**src/rtl/stream_demux_pkg.sv**
```systemverilog
// Purpose: shared types and defaults for the 1-to-2 stream demux.
// Latency: n/a (package only).
// Backpressure: n/a (package only).
package stream_demux_pkg;

  localparam int DW_DEF    = 32;
  localparam int DEPTH_DEF = 2;

  typedef logic [31:0] word_t;

  typedef enum logic {
    PORT_A = 1'b0,
    PORT_B = 1'b1
  } port_sel_e;

endpackage

```
**src/rtl/stream_demux_fifo.sv**
```systemverilog
// Purpose: small synchronous FIFO, one per demux output port.
// Latency: a word pushed at edge N is at the head after edge N when the FIFO was empty.
// Backpressure: push is ignored while full (even if popping); pop is ignored while empty.
//
// Ports:
//   clk_i, rst_i      rising-edge clock, synchronous active-high reset
//   push, wdata       write strobe and word
//   pop               advance the read pointer
//   rdata             head entry (raw, not qualified by empty)
//   full, empty       registered status flags
//   count             occupancy, 0..DEPTH
module stream_demux_fifo
  import stream_demux_pkg::*;
#(
  parameter  int DW    = DW_DEF,
  parameter  int DEPTH = DEPTH_DEF,
  localparam int CW    = $clog2(DEPTH) + 1
) (
  input  logic          clk_i,
  input  logic          rst_i,
  input  logic          push,
  input  logic [DW-1:0] wdata,
  input  logic          pop,
  output logic [DW-1:0] rdata,
  output logic          full,
  output logic          empty,
  output logic [CW-1:0] count
);

  localparam int AW = $clog2(DEPTH);

  logic [DW-1:0] mem [DEPTH];
  logic [AW-1:0] wptr_q;
  logic [AW-1:0] rptr_q;
  logic [CW-1:0] count_q;
  logic [CW-1:0] count_nxt;
  logic          full_q;
  logic          do_push;
  logic          do_pop;

  assign do_push = push && !full_q;
  assign do_pop  = pop && (count_q != '0);

  always_comb begin
    count_nxt = count_q;
    case ({do_push, do_pop})
      2'b10:   count_nxt = count_q + CW'(1);
      2'b01:   count_nxt = count_q - CW'(1);
      default: count_nxt = count_q;
    endcase
  end

  always_ff @(posedge clk_i) begin
    if (rst_i) begin
      wptr_q  <= '0;
      rptr_q  <= '0;
      count_q <= '0;
      full_q  <= 1'b0;
    end else begin
      // Pointers are exactly log2(DEPTH) bits, so they wrap modulo DEPTH for free.
      if (do_push) wptr_q <= wptr_q + AW'(1);
      if (do_pop)  rptr_q <= rptr_q + AW'(1);
      count_q <= count_nxt;
      // Full is kept as its own flop so the upstream ready never sees a compare chain.
      full_q  <= (count_nxt == CW'(DEPTH));
    end
  end

  // Storage is not reset: contents are unreachable once the pointers are cleared.
  always_ff @(posedge clk_i) begin
    if (do_push) mem[wptr_q] <= wdata;
  end

  assign rdata = mem[rptr_q];
  assign full  = full_q;
  assign empty = (count_q == '0);
  assign count = count_q;

endmodule

```
**src/rtl/stream_demux_1to2.sv**
```systemverilog
// Purpose: steer one valid/ready word stream to port A (se_i=0) or port B (se_i=1), each behind its own FIFO.
// Latency: 1 cycle from accepted input to x_valid_o when the target FIFO was empty.
// Backpressure: in_ready_o drops only when the selected FIFO is full; a stalled port never blocks the other.
//
// Ports:
//   clk_i, rst_i                     rising-edge clock, synchronous active-high reset
//   in_valid_i/in_ready_o/in_data_i  input stream; se_i picks the destination with the word
//   a_valid_o/a_ready_i/a_data_o     port A head (data forced to 0 when not valid)
//   b_valid_o/b_ready_i/b_data_o     port B head (data forced to 0 when not valid)
//   a_count_o, b_count_o             FIFO occupancy
// Optional (STREAM_DEMUX_PERF_CNT_EN): a_xfer_cnt_o, b_xfer_cnt_o, stall_cnt_o, 32-bit wrapping counters.
module stream_demux_1to2
  import stream_demux_pkg::*;
#(
  parameter  int DW    = DW_DEF,
  parameter  int DEPTH = DEPTH_DEF,
  localparam int CW    = $clog2(DEPTH) + 1
) (
  input  logic          clk_i,
  input  logic          rst_i,
  input  logic          in_valid_i,
  output logic          in_ready_o,
  input  logic [DW-1:0] in_data_i,
  input  logic          se_i,
  output logic          a_valid_o,
  input  logic          a_ready_i,
  output logic [DW-1:0] a_data_o,
  output logic          b_valid_o,
  input  logic          b_ready_i,
  output logic [DW-1:0] b_data_o,
  output logic [CW-1:0] a_count_o,
  output logic [CW-1:0] b_count_o
`ifdef STREAM_DEMUX_PERF_CNT_EN
  ,
  output logic [31:0]   a_xfer_cnt_o,
  output logic [31:0]   b_xfer_cnt_o,
  output logic [31:0]   stall_cnt_o
`endif
);

  port_sel_e     sel;
  logic          a_full;
  logic          b_full;
  logic          a_empty;
  logic          b_empty;
  logic [DW-1:0] a_rdata;
  logic [DW-1:0] b_rdata;
  logic          in_fire;
  logic          a_push;
  logic          b_push;
  logic          a_pop;
  logic          b_pop;

  assign sel = port_sel_e'(se_i);

  // Ready depends only on registered full flags and the select, never on the
  // downstream readies, so no combinational path crosses the block.
  assign in_ready_o = (sel == PORT_B) ? !b_full : !a_full;
  assign in_fire    = in_valid_i && in_ready_o;
  assign a_push     = in_fire && (sel == PORT_A);
  assign b_push     = in_fire && (sel == PORT_B);

  assign a_valid_o  = !a_empty;
  assign b_valid_o  = !b_empty;
  assign a_pop      = a_valid_o && a_ready_i;
  assign b_pop      = b_valid_o && b_ready_i;
  assign a_data_o   = a_valid_o ? a_rdata : '0;
  assign b_data_o   = b_valid_o ? b_rdata : '0;

  stream_demux_fifo #(
    .DW    (DW),
    .DEPTH (DEPTH)
  ) u_fifo_a (
    .clk_i (clk_i),
    .rst_i (rst_i),
    .push  (a_push),
    .wdata (in_data_i),
    .pop   (a_pop),
    .rdata (a_rdata),
    .full  (a_full),
    .empty (a_empty),
    .count (a_count_o)
  );

  stream_demux_fifo #(
    .DW    (DW),
    .DEPTH (DEPTH)
  ) u_fifo_b (
    .clk_i (clk_i),
    .rst_i (rst_i),
    .push  (b_push),
    .wdata (in_data_i),
    .pop   (b_pop),
    .rdata (b_rdata),
    .full  (b_full),
    .empty (b_empty),
    .count (b_count_o)
  );

`ifdef STREAM_DEMUX_PERF_CNT_EN
  always_ff @(posedge clk_i) begin
    if (rst_i) begin
      a_xfer_cnt_o <= '0;
      b_xfer_cnt_o <= '0;
      stall_cnt_o  <= '0;
    end else begin
      if (a_pop)                      a_xfer_cnt_o <= a_xfer_cnt_o + 32'd1;
      if (b_pop)                      b_xfer_cnt_o <= b_xfer_cnt_o + 32'd1;
      if (in_valid_i && !in_ready_o)  stall_cnt_o  <= stall_cnt_o + 32'd1;
    end
  end
`endif

endmodule

```
**config.mk**
```make
export PLATFORM = sky130hd
export DESIGN_NAME = stream_demux_1to2
export DESIGN_NICKNAME = d
export VERILOG_FILES = /design/src/rtl/stream_demux_pkg.sv /design/src/rtl/stream_demux_fifo.sv /design/src/rtl/stream_demux_1to2.sv
export SDC_FILE = /design/constraint.sdc
export NUM_CORES = 1
export LEC_CHECK = 0
export ABC_AREA = 1
export BUFFER_PORTS_ARGS = -buffer_cell sky130_fd_sc_hd__buf_4
export CAP_MARGIN = 20
export CORE_MARGIN = 2
export CORE_UTILIZATION = 48
export CTS_BUF_LIST = sky130_fd_sc_hd__clkbuf_4 sky130_fd_sc_hd__clkbuf_8 sky130_fd_sc_hd__clkbuf_16
export CTS_CLUSTER_DIAMETER = 120
export DETAILED_ROUTE_END_ITERATION = 10
export GPL_TIMING_DRIVEN = 1
export PLACE_DENSITY = 0.69
export SLEW_MARGIN = 20
export SYNTH_ARGS = -nofsm -noshare
export SYNTH_HDL_FRONTEND = slang
export SYNTH_SLANG_ARGS = --single-unit
```
**constraint.sdc**
```tcl
create_clock -name clk_i -period 3.35 [get_ports clk_i]
set_clock_uncertainty 0.1 [all_clocks]
set_input_delay 0.67 -clock clk_i [delete_from_list [all_inputs] [get_ports clk_i]]
set_output_delay 0.67 -clock clk_i [all_outputs]
set_load 0.01 [all_outputs]
```
After elaboration in Yosys (flattened, before gate mapping)
Memories as Yosys holds them, arrays and structs flattened. A register that Yosys moved wholly into a read port is not among the register bits.
Index checks and enable logic that the tools add are counted.
{"block": "classes", "addsub": 8, "n_eq_ne": 6, "n_mux": 13, "bitwise_logic": 1, "n_reduce_logical": 17}
{"cell": "2-to-1 mux 32 bit", "n": 2}
{"cell": "logical AND 1 bit", "n": 9}
{"cell": "2-to-1 mux 1 bit", "n": 9}
{"cell": "equality test 2 bit (second input constant)", "n": 4}
{"cell": "case mux 2 bit (2 select lines)", "n": 2}
{"cell": "adder 1 bit (second input constant)", "n": 4}
{"cell": "adder 2 x 1 -> 2 bit (second input constant)", "n": 2}
{"cell": "equality test 2 x 1 -> 1 bit (second input constant)", "n": 2}
{"cell": "zero test 1 bit", "n": 4}
{"cell": "zero test 2 bit", "n": 2}
{"cell": "nonzero test 2 bit", "n": 2}
{"cell": "subtractor 2 x 1 -> 2 bit (second input constant)", "n": 2}
{"cell": "NOT 1 bit", "n": 1}
{"block": "word_totals", "regBits": 10, "mem_bits_rw": 128, "elab_cells": 55, "n_memories": 2}
{"name": "u_fifo_a.mem", "depth": 2, "word_bits": 32, "read_ports": 1, "rd_ports_with_merged_regs": 1, "wr": 1, "line_no": "stream_demux_fifo.sv:32", "rtl": "logic [DW-1:0] mem [DEPTH];"}
{"name": "u_fifo_b.mem", "depth": 2, "word_bits": 32, "read_ports": 1, "rd_ports_with_merged_regs": 1, "wr": 1, "line_no": "stream_demux_fifo.sv:32"}

Longest topological paths before layout
Gate-level depths: netlist (run 1).
{"block": "logic_depth", "word_depth": 8, "mapped_depth": 9}

Modules after synthesis
A second synthesis (run 1) with hierarchy kept.
{"block": "unflattened", "cells_unflattened": 423, "hier_area_um2": 6099.6}
{"mod": "stream_demux_fifo at u_fifo_b", "n_inst": 1, "cells_each": 136, "area_per_inst_um2": 2733.9, "seq_area_each_um2": 2042.0}
{"mod": "stream_demux_fifo at u_fifo_a", "n_inst": 1, "cells_each": 136, "area_per_inst_um2": 2728.9, "seq_area_each_um2": 2042.0}
{"mod": "stream_demux_1to2", "n_inst": 1, "cells_each": 151, "area_per_inst_um2": 636.9, "seq_area_each_um2": 0.0}

Worst setup path after synthesis (run 1)
Ideal clock, no wire load.
{"block": "synth_timing", "path_type": "input to register", "startpoint": "input se_i", "endpoint": "memory u_fifo_a.mem[1][0] in the netlist's numbering (enable)", "setup_time_ns": 0.423, "t_arrival_ns": 2.264, "required_ns": 2.827, "slack_ns": 0.563, "path_stages": 3, "path_cell_list": "nor2_1 -> nand2_1 -> nor2_1"}
{"block": "synth_via", "elab_chain_len": 6, "elab_cells_between_ends": 7}
{"item": "start: declaration", "line_no": "stream_demux_1to2.sv:24", "rtl": "input logic se_i,"}
{"item": "2-to-1 mux 1 bit", "line_no": "stream_demux_1to2.sv:58", "rtl": "assign in_ready_o = (sel == PORT_B) ? !b_full : !a_full;"}
{"item": "logical AND 1 bit", "line_no": "stream_demux_1to2.sv:59", "rtl": "assign in_fire = in_valid_i && in_ready_o;"}
{"item": "logical AND 1 bit (*)", "line_no": "stream_demux_1to2.sv:60", "rtl": "assign a_push = in_fire && (sel == PORT_A);"}
{"item": "logical AND 1 bit (*)", "line_no": "stream_demux_fifo.sv:41", "rtl": "assign do_push = push && !full_q;"}
{"item": "2-to-1 mux 1 bit (*)", "line_no": "stream_demux_fifo.sv:71", "rtl": "if (do_push) mem[wptr_q] <= wdata;"}
{"item": "2-to-1 mux 1 bit (implied by the code) (*)", "line_no": "stream_demux_fifo.sv:71"}
{"item": "end: declaration", "line_no": "stream_demux_fifo.sv:32"}
Every way passes the cells marked *; elsewhere a longest branch is shown, timed or not.

Final worst setup path (run 1)
{"block": "layout_timing", "startpoint": "register u_fifo_a.count_q[1], in the netlist u_fifo_a.count[1]", "endpoint": "output a_data_o[8]"}
{"block": "layout_via", "elab_chain_len": 2}
{"item": "start: declaration", "line_no": "stream_demux_fifo.sv:35", "rtl": "logic [CW-1:0] count_q;"}
{"item": "start signal: assignment", "line_no": "stream_demux_fifo.sv:63", "rtl": "count_q <= count_nxt;"}
{"item": "zero test 2 bit", "line_no": "stream_demux_fifo.sv:76", "rtl": "assign empty = (count_q == '0);"}
{"item": "2-to-1 mux 32 bit", "line_no": "stream_demux_1to2.sv:67", "rtl": "assign a_data_o = a_valid_o ? a_rdata : '0;"}
{"item": "end: declaration", "line_no": "stream_demux_1to2.sv:27", "rtl": "output logic [DW-1:0] a_data_o,"}
No other way between the ends.

==> results of run 1 <==
-- logic make-up after synthesis --
kind of cell               count (synthesis)  share of synthesized area (%)
AOI/OAI and AO/OA                         74                           6.98
buffers and inverters                     42                           4.29
adders and majority gates                  2                          0.467
DFF                                      140                           76.2
xor gates and xnor gates                   2                          0.327
and+or+nand+nor                          157                           11.8
-- report_power, final --
group	switching (mW)	internal, mW
clock	0.665	1.46
sequential	0.0646	2.05
combinational	0.940	0.617
total	1.67	4.12
-- through the flow --
| step | cell area, µm² | cells | setup WS, ns | utilization, % |
|---|---|---|---|---|
| global route | 6950 | 682 | 0.469 | 63.8 |
| global placement | 6270 | 650 | 0.979 | 57.6 |
| CTS | 6950 | 682 | 0.581 | 63.8 |
| floorplan | 5360 | 417 | 0.563 | - |
| detailed placement | 6270 | 650 | 0.961 | 57.6 |
| finish | 6950 | 682 | 0.619 | 63.8 |
-- layout make-up --
| type | count | share of cell area, % |
|---|---|---|
| clock buffers | 20 | 6.28 |
| clock inverters | 12 | 3.49 |
| inverters | 22 | 1.19 |
| multi-input cells | 235 | 15.5 |
| flip-flops and latches | 140 | 58.8 |
| well taps | 140 | 2.52 |
| repair buffers | 113 | 12.2 |
-- flip-flops by register name, summed over array words and instances (netlist names), named ones only --
name	cells
u_fifo_a.count	2
u_fifo_a.full	1
u_fifo_a.mem	64
u_fifo_a.rptr_q	1
u_fifo_a.wptr_q	1
u_fifo_b.count	2
u_fifo_b.full	1
u_fifo_b.mem	64
u_fifo_b.rptr_q	1
u_fifo_b.wptr_q	1
-- worst min-delay path by stage --
stage                                             from                      endpoint  slack, ns  cells after the start
final                                            rst_i  u_fifo_b.count[0]$_SDFF_PP0_       0.24                      2
after floorplan           u_fifo_a.rptr_q$_SDFFE_PP0P_                     flip-flop       0.33                      1
after detailed placement  u_fifo_a.rptr_q$_SDFFE_PP0P_                     flip-flop       0.34                      1
after global placement    u_fifo_a.rptr_q$_SDFFE_PP0P_  u_fifo_a.rptr_q$_SDFFE_PP0P_       0.34                      1
after CTS                                        rst_i  u_fifo_b.count[0]$_SDFF_PP0_       0.22                      2
after global routing                             rst_i  u_fifo_b.count[0]$_SDFF_PP0_       0.22                      2
-- layout by cell type, fill, tap and decap left out, drive strengths merged --
master,n
buf,113
nand3,5
nor2,13
inv,22
a21oi,70
nor3,1
edfxtp,128
ha,2
clkbuf,20
dfxtp,12
clkinv,5
nand4,2
o21ai,4
xnor2,2
bufinv,7
nand2,136
-- per-layer routing --
| layer | part of all wire [%] | wire, µm | track usage [%] | up-vias |
|---|---|---|---|---|
| met4 | 1.1 | 121 | 7.96 | 0 |
| met5 | 0 | 0 | 0 | - |
| met3 | 6.9 | 745 | 5.81 | 10 |
| li1 | - | - | - | 1664 |
| met2 | 50 | 5460 | 30.3 | 116 |
| met1 | 42 | 4510 | 23.7 | 1632 |
==> results.toml, run 1 <==
[power]
power.density_nw_per_um2 = 834
peakVddDrop_uv = 423
p_total_mw = 5.79
p_leak_nw = 2.76

[synth]
synth_top_area_share_pct = 71.7
yosys_most_used_dff = "edfxtp_1"
synth_area_um2 = 5360
ys_warn_count = 0
synth.area.top_cells = "edfxtp_1 (72%), nand2_1 (9.5%), a21oi_1 (6.5%)"
syn_area_per_cell_um2 = 12.9
ys_types = 19
async_flop_share_pct = 0
ys_ff_latch = 140
synth-seq-area-share_pct = 76.2
synth.most_common_cell = "nand2_1"
yosys-top-cells-count = "nand2_1 (136), edfxtp_1 (128), a21oi_1 (70)"
synth-edff-count = 128
synth.largest_area_cell = "edfxtp_1"
syn-num-nets = 457
syn_inst = 417

[floorplanning]
fp-row-count = 38
coreArea_um2 = 10900
floorplan.initialDensity_pct = 49.3
die_w_um = 110
die_h_um = 110
ioPinCount = 109
die_area_um2 = 12000

[sta]
slew_headroom_pct = 36.2
rsz0062_at_grt = "no"
finalHoldViolCount = 0
holdWs_ns = 0.243
finalSetupTns_ns = 0
fin_crit_ns = 2.73
tightest_slew_ns = 0.954
max_freq_mhz = 366
finalMaxSlewViolations = 0
final-setup-viol-count = 0
fin_crit_sh_pct = 81.5

[routing]
detail-route-antenna-nets = 0
routedWlPerCell_um = 15.9
post-route-drc-count = 0
routed_wirelength_um = 10800
drt_first_iter_violations = 252
avgViaCountPerCell = 5.02
vias = 3422
first_pass_iters = 4

[worst_setup_path]
crit_end = "a_data_o[8]"
path_cells = "nor2_4, a21oi_1, buf_4"
r2r_end = "u_fifo_a.full$_SDFF_PP0_"
cp-start-kind = "flip-flop"
crit_required_ns = 2.58
cp_top_family = "simple AND/OR/NAND/NOR gates"
cpPeakStageDelay_ns = 0.68
cp.arrival_ns = 1.96
timing.rr.start = "u_fifo_a.count[1]$_SDFF_PP0_"
crit_cells = 3
cp_max_fo = 34
rr_worst_depth = 7
crit_start = "u_fifo_a.count[1]$_SDFF_PP0_"
critPathSlowestCell = "nor2_4"
cp_num_buf_inv = 1
cp-end-kind = "output port"
crit_type = "reg -> out"
r2r_setup_slack_ns = 1.31

[cells_and_area]
nets = 569
layout-drive-gt1-share_pct = 28.8
area_delta_synth_final_pct = 29.6
fill_cells = 815
diodes = 0
multiInputGateArea_um2 = 1080
seq_area_um2 = 4080

[run]
drv_cap = 0

[global_route]
antenna_found_initial = 0
grt_pass1_wl_um = 16200
grt_start_max_net_pins = 35
grt_pass1_vias = 3213
grt-ovfl-total = 0
track_usage_pct = 18.8

[cts]
clkTransAtPathRegs_ns = 0.06
cts_made_buffers = 17
worstSkewPairLatency_ns = 0.51
cts_max_path_buffers = 2
cts_tree = "yes"
post_cts_buffers = 0
cts_sinks = 140
clock-root-buffer = "clkbuf_8"
htreeDepth = 4
cts_hold_buf = 0
cts_resized = 0

[place]
hpwl_um = 6780
port_buffers = 108
gp_congestion = 0.755

[min_path]
hold_path.class = "in -> reg"

[status]
run_status = "finished, final reports clean"
Power figures use the tool's default switching activity.
==> run 2, diff against run 1 <==
- PLACE_DENSITY: 0.69 -> 0.72
- clock period: 3.35 -> 2.3 ns (I/O delays scaled with it)
==> run 2 against run 1 <==
  * Design area rose by 1.6%
  * Via count rose by 4.0%
  * Hold slack got worse by 0.20 ns
  * Clock power increased by 36%
  * Combinational power rose by 58%
  * First-iteration DRC count fell by 17%
==> results.toml, run 2 (synthesized netlist as in run 1, its figures left out) <==
[power]
p_leak_nw = 2.80
power.density_nw_per_um2 = 1200
peakVddDrop_uv = 893
p_total_mw = 8.45

[worst_setup_path]
path_cells = "buf_12, nand2_1, a21oi_1, buf_4"
cpPeakStageDelay_ns = 0.39
crit_end = "a_data_o[31]"
r2r_setup_slack_ns = 0.63
cp_top_family = "flip-flops"
cp.arrival_ns = 1.63
rr_worst_depth = 9
cp-start-kind = "flip-flop"
r2r_end = "u_fifo_b.full$_SDFF_PP0_"
crit_required_ns = 1.74
cp-end-kind = "output port"
crit_cells = 4
timing.rr.start = "u_fifo_b.count[0]$_SDFF_PP0_"
critPathSlowestCell = "dfxtp_2"
crit_type = "reg -> out"
cp_max_fo = 32
cp_num_buf_inv = 2

[cts]
cts_made_buffers = 17
cts_max_path_buffers = 2
post_cts_buffers = 0
cts_tree = "yes"
worstSkewPairLatency_ns = 0.51
cts_sinks = 140
clkTransAtPathRegs_ns = 0.06
htreeDepth = 4
clock-root-buffer = "clkbuf_8"

[routing]
routedWlPerCell_um = 16.5
first_pass_iters = 5
detail-route-antenna-nets = 0
drt_first_iter_violations = 210
avgViaCountPerCell = 5.15
routed_wirelength_um = 11400
vias = 3558
post-route-drc-count = 0

[place]
gp_congestion = 0.771
place_inst = 659
hpwl_um = 7060
port_buffers = 108

[cells_and_area]
nets = 578
reg.largest.list = "u_fifo_a.mem (64), u_fifo_b.mem (64)"
area_delta_synth_final_pct = 31.7
layout-drive-gt1-share_pct = 30.3
diodes = 0
fill_cells = 787
layout_commonest_cell = "nand2_1"
final_cell_mix = "nand2_1 (136), edfxtp_1 (128), buf_4 (116)"
fin_cells = 691

[floorplanning]
die_area_um2 = 12000
coreArea_um2 = 10900
fp-row-count = 38
die_w_um = 110
ioPinCount = 109
floorplan.initialDensity_pct = 49.3
die_h_um = 110

[sta]
tightest_slew_ns = 0.346
max_freq_mhz = 458
slew_headroom_pct = 76.9
fin_crit_ns = 2.19
finalSetupTns_ns = 0
fin_crit_sh_pct = 95.0
finalMaxSlewViolations = 0
rsz0062_at_grt = "no"
finalHoldViolCount = 0
final-setup-viol-count = 0

[global_route]
grt_pass1_vias = 3567
track_usage_pct = 20.3
grt_start_max_net_pins = 35
grt-ovfl-total = 0
antenna_found_initial = 0
grt_pass1_wl_um = 17700

[min_path]
hold_path.class = "in -> reg"
whs_path_depth = 2

[status]
run_status = "finished, final reports clean"

[run]
drv_cap = 0
run 2: metal layers:
layer	global-route usage [%]	part of all wire (%)
met2	33.8	50
met1	25.7	42
met3	5.04	6.6
met5	0	0
met4	7.59	1.3
run 2: repair_timing:
item / in CTS / in global routing
hold buffers: 0 / 0
setup endpoints to repair: 9 / 33
gates resized for setup: 2 / 10
gates cloned: 0 / 0
run 2: cell type report:
class                   instances  area [µm²]  share of cell area, %
repair buffers                122         991                   14.0
inverters                      22        92.6                   1.31
clock inverters                15         219                   3.10
multi-input cells             235        1080                   15.3
clock buffers                  17         414                   5.87
well taps                     140         175                   2.48
flip-flops and latches        140        4090                   57.9
run 2: metrics by stage:
stage | utilization [%] | hold slack, ns | worst slack (ns) | cell area [µm²]
after floorplan | - | 0.332 | -0.199 | 5370
after global placement | 58.7 | 0.343 | 0.551 | 6390
after detailed placement | 58.7 | 0.340 | 0.495 | 6390
after CTS | 64.5 | 0.0157 | -0.0356 | 7030
after global routing | 64.8 | 0.0208 | 0.0179 | 7060
final | 64.8 | 0.0390 | 0.115 | 7060
run 2: worst register-to-register path, delay by kind of cell (launching register included):
kind / cells / cell delay (ns)
simple gates: 6 / 0.52
flops: 1 / 0.37
fa+ha+maj: 1 / 0.32
buf+inv: 2 / 0.30
run 2: power breakdown:
part	leakage (nW)	switching (mW)	total [mW]	internal (mW)
registers	1.27	0.110	3.09	2.98
clock network	0.306	1.01	2.88	1.87
logic	1.22	1.44	2.47	1.04
run 2: worst min path at each step:
stage / from / end
4_1_cts: rst_i / u_fifo_b.count[0]$_SDFF_PP0_
2_1_floorplan: u_fifo_a.rptr_q$_SDFFE_PP0P_ / flip-flop
5_1_grt: in_data_i[3] / u_fifo_b.mem[1][3]$_DFFE_PP_
3_3_place_gp: u_fifo_a.rptr_q$_SDFFE_PP0P_ / u_fifo_a.rptr_q$_SDFFE_PP0P_
6_report: rst_i / u_fifo_b.count[0]$_SDFF_PP0_
3_5_place_dp: u_fifo_a.rptr_q$_SDFFE_PP0P_ / flip-flop
